==> src/rtl/wb_pkg.sv <==
// Shared Wishbone definitions for the bus arbiters and the register/memory fabric.
package wb_pkg;

   localparam int WB_DATA_WIDTH = 32;
   localparam int WB_SEL_WIDTH  = 4;

   // Arbiter grant state
   typedef enum logic {
      ARB_IDLE    = 1'b0,
      ARB_GRANTED = 1'b1
   } arb_state_t;

   // LSB position of master k's field inside a packed per-master vector of w-bit fields.
   function automatic int slice_lo(input int k, input int w);
      return k * w;
   endfunction

endpackage

==> src/rtl/rr_pick.sv <==
// Round-robin requester selection, purely combinational.
// The request vector is doubled so the search that starts just after the last
// winner can run off the end and wrap without a modulo adder.
module rr_pick #(
   parameter  int NUM_MASTERS = 2,
   localparam int IDX_W       = (NUM_MASTERS > 1) ? $clog2(NUM_MASTERS) : 1
) (
   input  logic [NUM_MASTERS-1:0] i_req,
   input  logic [IDX_W-1:0]       i_last_idx,
   output logic                   o_any,
   output logic [IDX_W-1:0]       o_idx
);

   logic [2*NUM_MASTERS-1:0] w_req2;
   logic [2*NUM_MASTERS-1:0] w_mask;
   logic [2*NUM_MASTERS-1:0] w_masked;

   assign w_req2   = {i_req, i_req};
   assign w_masked = w_req2 & w_mask;
   assign o_any    = |i_req;

   // Hide every slot up to and including the last winner in the low copy
   always_comb begin
      w_mask = '0;
      for (int i = 0; i < 2*NUM_MASTERS; i++) begin
         w_mask[i] = (i > int'(i_last_idx));
      end
   end

   // Lowest surviving bit is the next requester in round-robin order
   always_comb begin
      o_idx = '0;
      for (int i = 2*NUM_MASTERS-1; i >= 0; i--) begin
         if (w_masked[i]) begin
            o_idx = IDX_W'(i % NUM_MASTERS);
         end
      end
   end

endmodule

==> src/rtl/wb_master_arbiter.sv <==
// Round-robin arbiter sharing one pipelined Wishbone slave port between masters.
// The grant is registered and held from CYC rise to CYC fall of the owner;
// everything on the slave side is a combinational mux from the granted master.
//
//   state       | meaning
//   ------------+-------------------------------------------------------------
//   ARB_IDLE    | no owner; slave CYC low, every master stalled
//   ARB_GRANTED | master r_gnt_idx owns the bus until it drops its CYC
module wb_master_arbiter
   import wb_pkg::*;
#(
   parameter  int NUM_MASTERS   = 2,
   parameter  int WB_ADDR_WIDTH = 6,
   localparam int GNT_WIDTH     = (NUM_MASTERS > 1) ? $clog2(NUM_MASTERS) : 1
) (
   input  logic                                 i_clk,
   input  logic                                 i_rst,
   input  logic [NUM_MASTERS-1:0]               i_m_cyc,
   input  logic [NUM_MASTERS-1:0]               i_m_stb,
   input  logic [NUM_MASTERS-1:0]               i_m_we,
   input  logic [NUM_MASTERS*WB_ADDR_WIDTH-1:0] i_m_addr,
   input  logic [NUM_MASTERS*WB_DATA_WIDTH-1:0] i_m_data,
   input  logic [NUM_MASTERS*WB_SEL_WIDTH-1:0]  i_m_sel,
   output logic [NUM_MASTERS-1:0]               o_m_stall,
   output logic [NUM_MASTERS-1:0]               o_m_ack,
   output logic [WB_DATA_WIDTH-1:0]             o_m_data,
   output logic                                 o_s_cyc,
   output logic                                 o_s_stb,
   output logic                                 o_s_we,
   output logic [WB_ADDR_WIDTH-1:0]             o_s_addr,
   output logic [WB_DATA_WIDTH-1:0]             o_s_data,
   output logic [WB_SEL_WIDTH-1:0]              o_s_sel,
   input  logic                                 i_s_stall,
   input  logic                                 i_s_ack,
   input  logic [WB_DATA_WIDTH-1:0]             i_s_data,
   output logic                                 o_gnt_valid,
   output logic [GNT_WIDTH-1:0]                 o_gnt_idx
);

   arb_state_t           r_state;
   arb_state_t           w_state_nxt;
   logic [GNT_WIDTH-1:0] r_gnt_idx;
   logic [GNT_WIDTH-1:0] w_gnt_idx_nxt;
   logic [GNT_WIDTH-1:0] r_last_idx;
   logic [GNT_WIDTH-1:0] w_last_idx_nxt;
   logic                 w_pick_any;
   logic [GNT_WIDTH-1:0] w_pick_idx;
   logic                 w_own_cyc;

   rr_pick #(
      .NUM_MASTERS (NUM_MASTERS)
   ) u_rr_pick (
      .i_req      (i_m_cyc),
      .i_last_idx (r_last_idx),
      .o_any      (w_pick_any),
      .o_idx      (w_pick_idx)
   );

   assign w_own_cyc = i_m_cyc[r_gnt_idx];

   // Grant state register; last_idx starts at the top so master 0 wins first
   always_ff @(posedge i_clk or posedge i_rst) begin
      if (i_rst) begin
         r_state    <= ARB_IDLE;
         r_gnt_idx  <= '0;
         r_last_idx <= GNT_WIDTH'(NUM_MASTERS - 1);
      end else begin
         r_state    <= w_state_nxt;
         r_gnt_idx  <= w_gnt_idx_nxt;
         r_last_idx <= w_last_idx_nxt;
      end
   end

   // Arbitrate when idle or on the owner's release edge; the released master
   // is last in the scan order, so it only wins again when nobody else asks
   always_comb begin
      w_state_nxt    = r_state;
      w_gnt_idx_nxt  = r_gnt_idx;
      w_last_idx_nxt = r_last_idx;
      if ((r_state == ARB_IDLE) || !w_own_cyc) begin
         if (w_pick_any) begin
            w_state_nxt    = ARB_GRANTED;
            w_gnt_idx_nxt  = w_pick_idx;
            w_last_idx_nxt = w_pick_idx;
         end else begin
            w_state_nxt = ARB_IDLE;
         end
      end
   end

   // Slave-side mux and master-side steering; ACK is gated by the owner's CYC
   // so acknowledges arriving after an abort never reach any master
   always_comb begin
      o_s_we    = i_m_we[r_gnt_idx];
      o_s_addr  = i_m_addr[slice_lo(int'(r_gnt_idx), WB_ADDR_WIDTH) +: WB_ADDR_WIDTH];
      o_s_data  = i_m_data[slice_lo(int'(r_gnt_idx), WB_DATA_WIDTH) +: WB_DATA_WIDTH];
      o_s_sel   = i_m_sel[slice_lo(int'(r_gnt_idx), WB_SEL_WIDTH) +: WB_SEL_WIDTH];
      o_s_cyc   = 1'b0;
      o_s_stb   = 1'b0;
      o_m_stall = '1;
      o_m_ack   = '0;
      if (r_state == ARB_GRANTED) begin
         o_s_cyc              = w_own_cyc;
         o_s_stb              = w_own_cyc & i_m_stb[r_gnt_idx];
         o_m_stall[r_gnt_idx] = i_s_stall;
         o_m_ack[r_gnt_idx]   = i_s_ack & w_own_cyc;
      end
   end

   assign o_m_data    = i_s_data;
   assign o_gnt_valid = (r_state == ARB_GRANTED);
   assign o_gnt_idx   = r_gnt_idx;

endmodule

==> config.mk <==
export PLATFORM = sky130hd
export DESIGN_NAME = wb_master_arbiter
export DESIGN_NICKNAME = d
export VERILOG_FILES = /design/src/rtl/wb_pkg.sv /design/src/rtl/rr_pick.sv /design/src/rtl/wb_master_arbiter.sv
export SDC_FILE = /design/constraint.sdc
export NUM_CORES = 1
export LEC_CHECK = 0
export ABC_AREA = 1
export ABC_CLOCK_PERIOD_IN_PS = 1700
export CAP_MARGIN = 30
export CORE_AREA = 5 5 77 79
export DETAILED_ROUTE_END_ITERATION = 10
export DIE_AREA = 0 0 82 84
export HOLD_SLACK_MARGIN = 0.15
export PLACE_DENSITY = 0.84
export SYNTH_ARGS = -nofsm -noshare
export SYNTH_HDL_FRONTEND = slang
export SYNTH_SLANG_ARGS = --single-unit
==> constraint.sdc <==
create_clock -name i_clk -period 1.7 [get_ports i_clk]
set_input_delay 0.34 -clock i_clk [delete_from_list [all_inputs] [get_ports i_clk]]
set_output_delay 0.34 -clock i_clk [all_outputs]
set_load 0.01 [all_outputs]
# [Word-level counts from Yosys, hierarchy flattened]
# Index checks and enable logic that the tools add are counted.
[classes] div_mod_pow=0 n_addsub=0 n_bitwise=7 n_reduce_logical=5 mul=1 n_shift=3 order_cmp=3 muxes=17 n_eq_ne=0
[op_table] operator="$shiftx 64x7->32" n=1
[op_table] operator="$mux 1" n=14
[op_table] operator="$shiftx 12x5->6" n=1
[op_table] operator="$shiftx 8x4->4" n=1
[op_table] operator="$and 4x4->4" n=1
[op_table] operator="$mux 2" n=2
[op_table] operator="$mul 1x2->3 const B" n=1
[op_table] operator="$and 1x1->1" n=2
[op_table] operator="$and 2x2->2" n=1
[op_table] operator="$lt 1x2->1 const B" n=1
[op_table] operator="$not 2->2" n=1
[op_table] operator="$or 2x2->2" n=1
[op_table] operator="$reduce_and 2->1" n=1
[op_table] operator="$reduce_or 2->1" n=1
[op_table] operator="$demux 1 s1" n=1
[op_table] operator="$ge 1x1->1 const B" n=1
[op_table] operator="$gt 1x1->1 const A" n=1
[op_table] operator="$logic_and 1x1->1" n=1
[op_table] operator="$logic_not 1->1" n=1
[op_table] operator="$logic_or 1x1->1" n=1
[op_table] operator="$not 1->1" n=1
[word_totals] mem_bits_ro=0 word_cells=39 register_bits=3 latchBits=0 ram_bits=0 memories=0

# [Depth between registers and ports, before layout]
# Gate-level depths: netlist of run 1.
[depth] depth_word=7 depth_mapped=6 mapped_depth_nobuf=6

# [Modules after synthesis]
# Synthesis of run 1 repeated with hierarchy kept, for this count alone.
[unflattened] cells_unflattened=202 hier_area_um2=1023.5
[by_module_without_submodules] module="wb_master_arbiter" area_each_um2=1008.5 n_inst=1 cells_per_inst=199 seq_area_each_um2=76.3
[by_module_without_submodules] module="rr_pick" area_each_um2=15.0 n_inst=1 cells_per_inst=3 seq_area_each_um2=0.0

# [Worst setup path before layout of run 1]
# OpenSTA, ideal clock, no wires.
[synth_timing] path_kind="flip-flop to output port" start="reg r_gnt_idx, in the netlist o_gnt_idx" end="out o_m_ack[1]" t_arrival_ns=0.954 path_stages_with_launch=4 required_time_ns=1.360 slack_ns=0.406 cell_sequence="dfrtp_1 -> inv_2 -> buf_4 -> nor3_1"
[synth_via] elab_chain_cells=6
[synth_lines] item="start: declaration" line_no="wb_master_arbiter.sv:42" source="logic [GNT_WIDTH-1:0] r_gnt_idx;"
[synth_lines] item="start signal: assignment" line_no="wb_master_arbiter.sv:69" source="r_gnt_idx <= w_gnt_idx_nxt;"
[synth_lines] item="$lt 1x2->1 (implied by the code) / $ge 1x1->1 (equally long branches)" line_no="wb_master_arbiter.sv:106" source="o_m_ack[r_gnt_idx] = i_s_ack & w_own_cyc;"
[synth_lines] item="$logic_and 1x1->1 (implied by the code)" line_no="wb_master_arbiter.sv:106"
[synth_lines] item="$mux 1 (implied by the code)" line_no="wb_master_arbiter.sv:106"
[synth_lines] item="$demux 1 s1" line_no="wb_master_arbiter.sv:106"
[synth_lines] item="$and 2x2->2 (no line) (*)"
[synth_lines] item="$mux 2 (*)" line_no="wb_master_arbiter.sv:102" source="if (r_state == ARB_GRANTED) begin"
[synth_lines] item="end: declaration" line_no="wb_master_arbiter.sv:25" source="output logic [NUM_MASTERS-1:0] o_m_ack,"
# Every way passes the cells marked *; elsewhere a longest branch is shown, timed or not. The select of a mux whose other input is x is not followed.

# [Worst setup path after layout of run 1]
[layout_timing] start="in i_m_cyc[0]" end="out o_m_ack[0]"
[layout_via] elab_chain_cells=5
[layout_lines] item="start: declaration" line_no="wb_master_arbiter.sv:18" source="input logic [NUM_MASTERS-1:0] i_m_cyc,"
[layout_lines] item="$mux 1 (implied by the code) (2 in series)" line_no="wb_master_arbiter.sv:59" source="assign w_own_cyc = i_m_cyc[r_gnt_idx];"
[layout_lines] item="$and 1x1->1" line_no="wb_master_arbiter.sv:106"
[layout_lines] item="$and 2x2->2 (no line)"
[layout_lines] item="$mux 2" line_no="wb_master_arbiter.sv:102"
# No other way between the ends. The select of a mux whose other input is x is not followed.

==> results of run 1 <==
## path summary, 6_finish.rpt
kind | slack, ns | to | depth (start not counted) | startpoint
max reg2reg | 0.67 | o_gnt_idx | 6 | o_gnt_idx
min reg2reg | 0.47 | r_last_idx | 2 | r_last_idx
max | 0.004 | o_m_ack[0] | 6 | i_m_cyc[0]
max in group asynchronous | 1.20 | r_last_idx | 2 | i_rst
min | 0.29 | o_gnt_valid | 2 | i_rst
min in group i_clk | 0.47 | r_last_idx | 2 | r_last_idx
## registers in the layout, summed over array words and instances (netlist names)
name and count:
o_gnt_idx 1, o_gnt_valid 1, r_last_idx 1
## synth_stat cells
cell type  instances  area [sq um]
a21oi_1            2          10.0
buf_2              1          5.00
buf_4             34           255
buf_6              7          78.8
dfrtp_1            2          50.1
dfstp_2            1          26.3
inv_1              6          22.5
inv_2              1          3.75
nand2_1          140           526
nand3_1            4          20.0
nor3_1             2          10.0
## logic make-up (layout without fill, tap and decap cells)
group                  Yosys count  in the layout  share of synthesized area (%)
buffers and inverters           49            163                           36.3
AOI/OAI and AO/OA                2              2                          0.994
and+or+nand+nor                146            146                           55.2
DFF                              3              3                           7.58
## where the power goes
part           leakage (nW)  switching [mW]  internal [mW]
clock network        0.0228          0.0485          0.160
registers            0.0318          0.0263          0.101
logic                  1.15           0.971           1.03
## layout make-up
type / count / area (sq um)
fillers: 515 / 2860
repair buffers: 152 / 1550
multi-input cells: 148 / 619
well taps: 72 / 90.1
flip-flops and latches: 3 / 77.6
clock buffers: 4 / 45.0
inverters: 7 / 31.3
## per-layer routing
metal  part of all wire, %  up-vias  wire length (um)
met5                     0        -                 0
met1                    32      613              1570
li1                      -      788                 -
met3                    14       19               675
met4                   2.8        0               138
met2                    51       85              2480
## placed cells by master, fill, tap and decap left out, drive strengths merged
master	netlist	layout
dfrtp	2	2
nor3	2	2
dlygate4sd2	0	5
dfstp	1	1
clkdlybuf4s50	0	94
a21oi	2	2
clkinv	0	1
clkbuf	0	7
nand3	4	4
clkdlybuf4s15	0	40
buf	42	10
nand2	140	140
inv	7	6
## repair_timing
action,CTS,global route
pin swaps,0,4
resized for setup,65,58
buffers inserted,0,1
cloned,0,2
endpoints found under the setup margin,50,26
==> summary.md, run 1 <==
| Metric | Value |
|---|---|
| Total Power | `2.33 mW` |
| Worst-path clk slew | `0.03 ns` |
| DRT iter0 DRCs | `36` |
| H-tree depth | `1` |
| Die area | `0.00689 sq mm` |
| HPWL after DPL | `3860 um` |
| Worst setup path class | `input pin to output pin` |
| CTS tree | `built` |
| Drt via density | `3.90` |
| Crit share post-route | `99.8%` |
| Post-layout util | `45.8%` |
| All-Layer GR Usage | `11.7%` |
| Max IR drop VDD | `691 uV` |
| P_leak | `1.20 nW` |
| TritonCTS Sinks | `3` |
| I/O pin count | `209` |
| Post-DRT Antenna Nets | `0` |
| Syn Nets | `326` |
| Pwr/cell area | `967 mW/mm^2` |
| Critical path's slowest cell | `clkdlybuf4s50_1` |
| CTS Hold Bufs | `0` |
| Hold Path Class | `input pin to asynchronous set/reset pin` |
| Routability cong. | `0.725` |
| Total gr overflow | `0` |
| Status | `finished clean` |
| Design area | `0.00241 sq mm` |
| CP endpoint kind | `output pin` |
| Setup TNS | `0 ns` |
| Clock skew | `0.00150 ns` |
| Crit start category | `input pin` |
| Core footprint | `0.00527 sq mm` |
| First-pass GRT wire length | `6430 um` |
| Max cap viols | `0` |
| GR met3 Demand/Resource | `4.86%` |
| Pre-CTS WS | `-0.445 ns` |
| Post-route DRC violation count | `0` |
| Placed insts | `379` |
| Fin Hold WS | `0.290 ns` |
| Initial core utilization | `19.1%` |
| Initial antenna violation count | `0` |
| Die W | `82 um` |
| CP Max Fanout | `2` |
| Largest net degree at the start of global routing | `27` |
| Routed wire length | `4860 um` |
| Pins over their slew limit | `0` |
| Clk buf depth | `2` |
| FMAX | `590 MHz` |
| Die H | `84 um` |
| Crit-path cells | `clkdlybuf4s50_1, inv_2, nand2_4, nand3_4, nor3_2, buf_2` |
| Register area share after synthesis | `7.58%` |
| Max-slew headroom | `84.1%` |
| PnR worst setup slack | `0.00407 ns` |
| Post-DP Area | `0.00227 sq mm` |
| Crit path DAT | `1.36 ns` |
| TritonCTS Buffers | `3` |
| Syn. warnings | `0` |
| Buffers & Inverters on Critical Path | `3` |
| Mapped cell area | `0.00101 sq mm` |
| Met1 Usage GRT | `9.99%` |
| Met2 Usage GRT | `22.6%` |
| CP peak stage delay | `0.49 ns` |
| Worst Max-Slew Pin Slew | `0.238 ns` |
| Area Overhead vs Synth | `140%` |
| Layout cells sized above 1 | `8.92%` |
| Final Critical Period | `1.70 ns` |
| I/O Buffers | `144` |
| Avg Inst Size Synth | `5.04 sq um` |
| Critical Path RT | `1.36 ns` |
| Vias in the first global route | `1,425` |
| Root buf cell | `clkbuf_8` |
| Num rows | `27` |
| Fin cells | `386` |
| DR WL/cell | `12.6 um` |
| Count of unique library cells instantiated by Yosys | `11` |
| Clock Latency Late Sink | `0.22 ns` |
| Top Family by Delay on Critical Path | `buffers and inverters` |
| Total Nets Final | `441` |
| Routed via count | `1,505` |
| DRT Pass-1 Iters | `4` |
| RSZ-0062 raised after global routing | `yes` |
| Busiest grt layer | `met2` |
| Hold Fails Final Rpt | `0` |
| Syn Inst Count | `200` |
| Yosys reg bits | `3` |
| Setup Viol. Count Final | `0` |
| ANT cells | `0` |
Power figures use the tool's default switching activity.
==> run 2: changes to the inputs <==
--- a/config.mk
+++ b/config.mk
@@ -15,2 +15,3 @@
 export PLACE_DENSITY = 0.84
+export SLEW_MARGIN = 40
 export SYNTH_ARGS = -nofsm -noshare
==> constraint.sdc (replaced) <==
create_clock -name i_clk -period 1.7 [get_ports i_clk]
set_input_delay 0.255 -clock i_clk [delete_from_list [all_inputs] [get_ports i_clk]]
set_output_delay 0.255 -clock i_clk [all_outputs]
set_load 0.01 [all_outputs]
==> run 2 against run 1 <==
Critical path depth decreased by 1. Total power decreased by 9.0%. Fmax increased by 4.7%. Cell area decreased by 5.1%. Sequential power decreased by 9%. First-iteration DRC count decreased by 50%. Combinational power decreased by 11%. Final cell count decreased by 0.26%. Via count increased by 0.73%.
==> summary.md, run 2 (synthesized netlist as in run 1, its figures left out) <==
| Metric | Value |
|---|---|
| Max cap viols | `0` |
| Post-DP Area | `0.00226 sq mm` |
| Routed wire length | `4580 um` |
| Crit-path cells | `buf_4, buf_12, nand2_1, nand2_1, dlygate4sd2_1` |
| Clock skew | `0.00455 ns` |
| Critical Path RT | `1.44 ns` |
| CTS tree | `built` |
| Crit share post-route | `95.2%` |
| CP peak stage delay | `0.40 ns` |
| Final Critical Period | `1.62 ns` |
| Total gr overflow | `0` |
| Status | `finished clean` |
| Crit start category | `flop` |
| Critical path's slowest cell | `dfrtp_1` |
| Die W | `82 um` |
| Clock Latency Late Sink | `0.22 ns` |
| Crit path DAT | `1.36 ns` |
| Hold Fails Final Rpt | `0` |
| DRT iter0 DRCs | `18` |
| Most frequent cells in the layout | `140 x nand2_1, 94 x clkdlybuf4s50_1, 46 x dlygate4sd2_1` |
| Fin Hold WS | `0.202 ns` |
| CTS Hold Bufs | `0` |
| Die area | `0.00689 sq mm` |
| Total Nets Final | `440` |
| Post-DRT Antenna Nets | `0` |
| Pwr/cell area | `927 mW/mm^2` |
| TritonCTS Buffers | `3` |
| CP dominant cell by count | `nand2_1` |
| Area Overhead vs Synth | `127%` |
| FMAX | `618 MHz` |
| PnR worst setup slack | `0.0808 ns` |
| Vias in the first global route | `1,450` |
| Die H | `84 um` |
| DRT Pass-1 Iters | `4` |
| H-tree depth | `1` |
| TritonCTS Sinks | `3` |
| HPWL after DPL | `3850 um` |
| Drt via density | `3.94` |
| Pre-CTS WS | `-0.305 ns` |
| Initial core utilization | `19.1%` |
| Worst Max-Slew Pin Slew | `0.198 ns` |
| Worst-path clk slew | `0.03 ns` |
| Root buf cell | `clkbuf_8` |
| DR WL/cell | `11.9 um` |
| P_leak | `1.22 nW` |
| Design area | `0.00229 sq mm` |
| First-pass GRT wire length | `6590 um` |
| Largest net degree at the start of global routing | `27` |
| CP Max Fanout | `26` |
| Pins over their slew limit | `0` |
| I/O Buffers | `144` |
| Fin cells | `385` |
| Hold Path Class | `input pin to asynchronous set/reset pin` |
| All-Layer GR Usage | `12.0%` |
| Routed via count | `1,516` |
| Clk buf depth | `2` |
| Max IR drop VDD | `687 uV` |
| ANT cells | `0` |
| RSZ-0062 raised after global routing | `no` |
| Layout cells sized above 1 | `5.75%` |
| Routability cong. | `0.716` |
| I/O pin count | `209` |
| Initial antenna violation count | `0` |
| Worst setup path class | `flop to output pin` |
| Setup Viol. Count Final | `0` |
| FILL cells | `546` |
| Most common cell after layout, fill and taps aside | `nand2_1` |
| Num rows | `27` |
| CP endpoint kind | `output pin` |
| Max-slew headroom | `86.8%` |
| Path depth of the worst reg2reg path | `7` |
| Register-to-register setup slack | `0.59 ns` |
| Core footprint | `0.00527 sq mm` |
| Placed insts | `379` |
| Post-route DRC violation count | `0` |
==> run 2: repair_timing <==
action	4_1_cts	5_1_grt
gates resized for setup	61	8
setup buffers	2	0
endpoints found under the setup margin	50	4
==> run 2: stage by stage <==
step / util, % / power (mW) / setup TNS [ns]
global placement: 42.9 / 2.09 / -0.759
global route: 43.4 / 2.31 / 0
detailed placement: 42.9 / 2.12 / -0.980
finish: 43.4 / 2.12 / 0
floorplan: - / 1.12 / 0
CTS: 43.5 / 2.16 / 0
==> run 2: area by class of cell <==
class	instances	area (sq um)	share of cell area, %
repair buffers	151	1470	64.3
inverters	7	26.3	1.15
flip-flops and latches	3	76.3	3.33
multi-input cells	148	581	25.4
clock buffers	4	45.0	1.97
well taps	72	90.1	3.93
==> run 2: path summary, 6_finish.rpt <==
path                       startpoint     endpoint
max                         o_gnt_idx   o_s_sel[0]
min                             i_rst  o_gnt_valid
max reg2reg                 o_gnt_idx    o_gnt_idx
min reg2reg                r_last_idx   r_last_idx
max in group asynchronous       i_rst   r_last_idx
min in group i_clk         r_last_idx   r_last_idx
==> run 2: critical path, delay by kind of cell (launching register included) <==
kind | cells | cell delay [ns]
DFF | 1 | 0.40
and+or+nand+nor | 2 | 0.15
buffers and inverters | 3 | 0.59
==> run 2: metal layers <==
metal,vias up,GRT usage [%],wire (um)
met1,624,11.1,1500
met4,0,6.80,167
met5,-,0,0
met3,21,3.78,585
li1,786,-,-
met2,85,22.3,2320
==> run 2: where the power goes <==
part | internal, mW | switching, mW | total, mW
registers | 0.0986 | 0.0167 | 0.115
clock network | 0.161 | 0.0553 | 0.216
logic | 0.891 | 0.901 | 1.79
total | 1.15 | 0.973 | 2.12
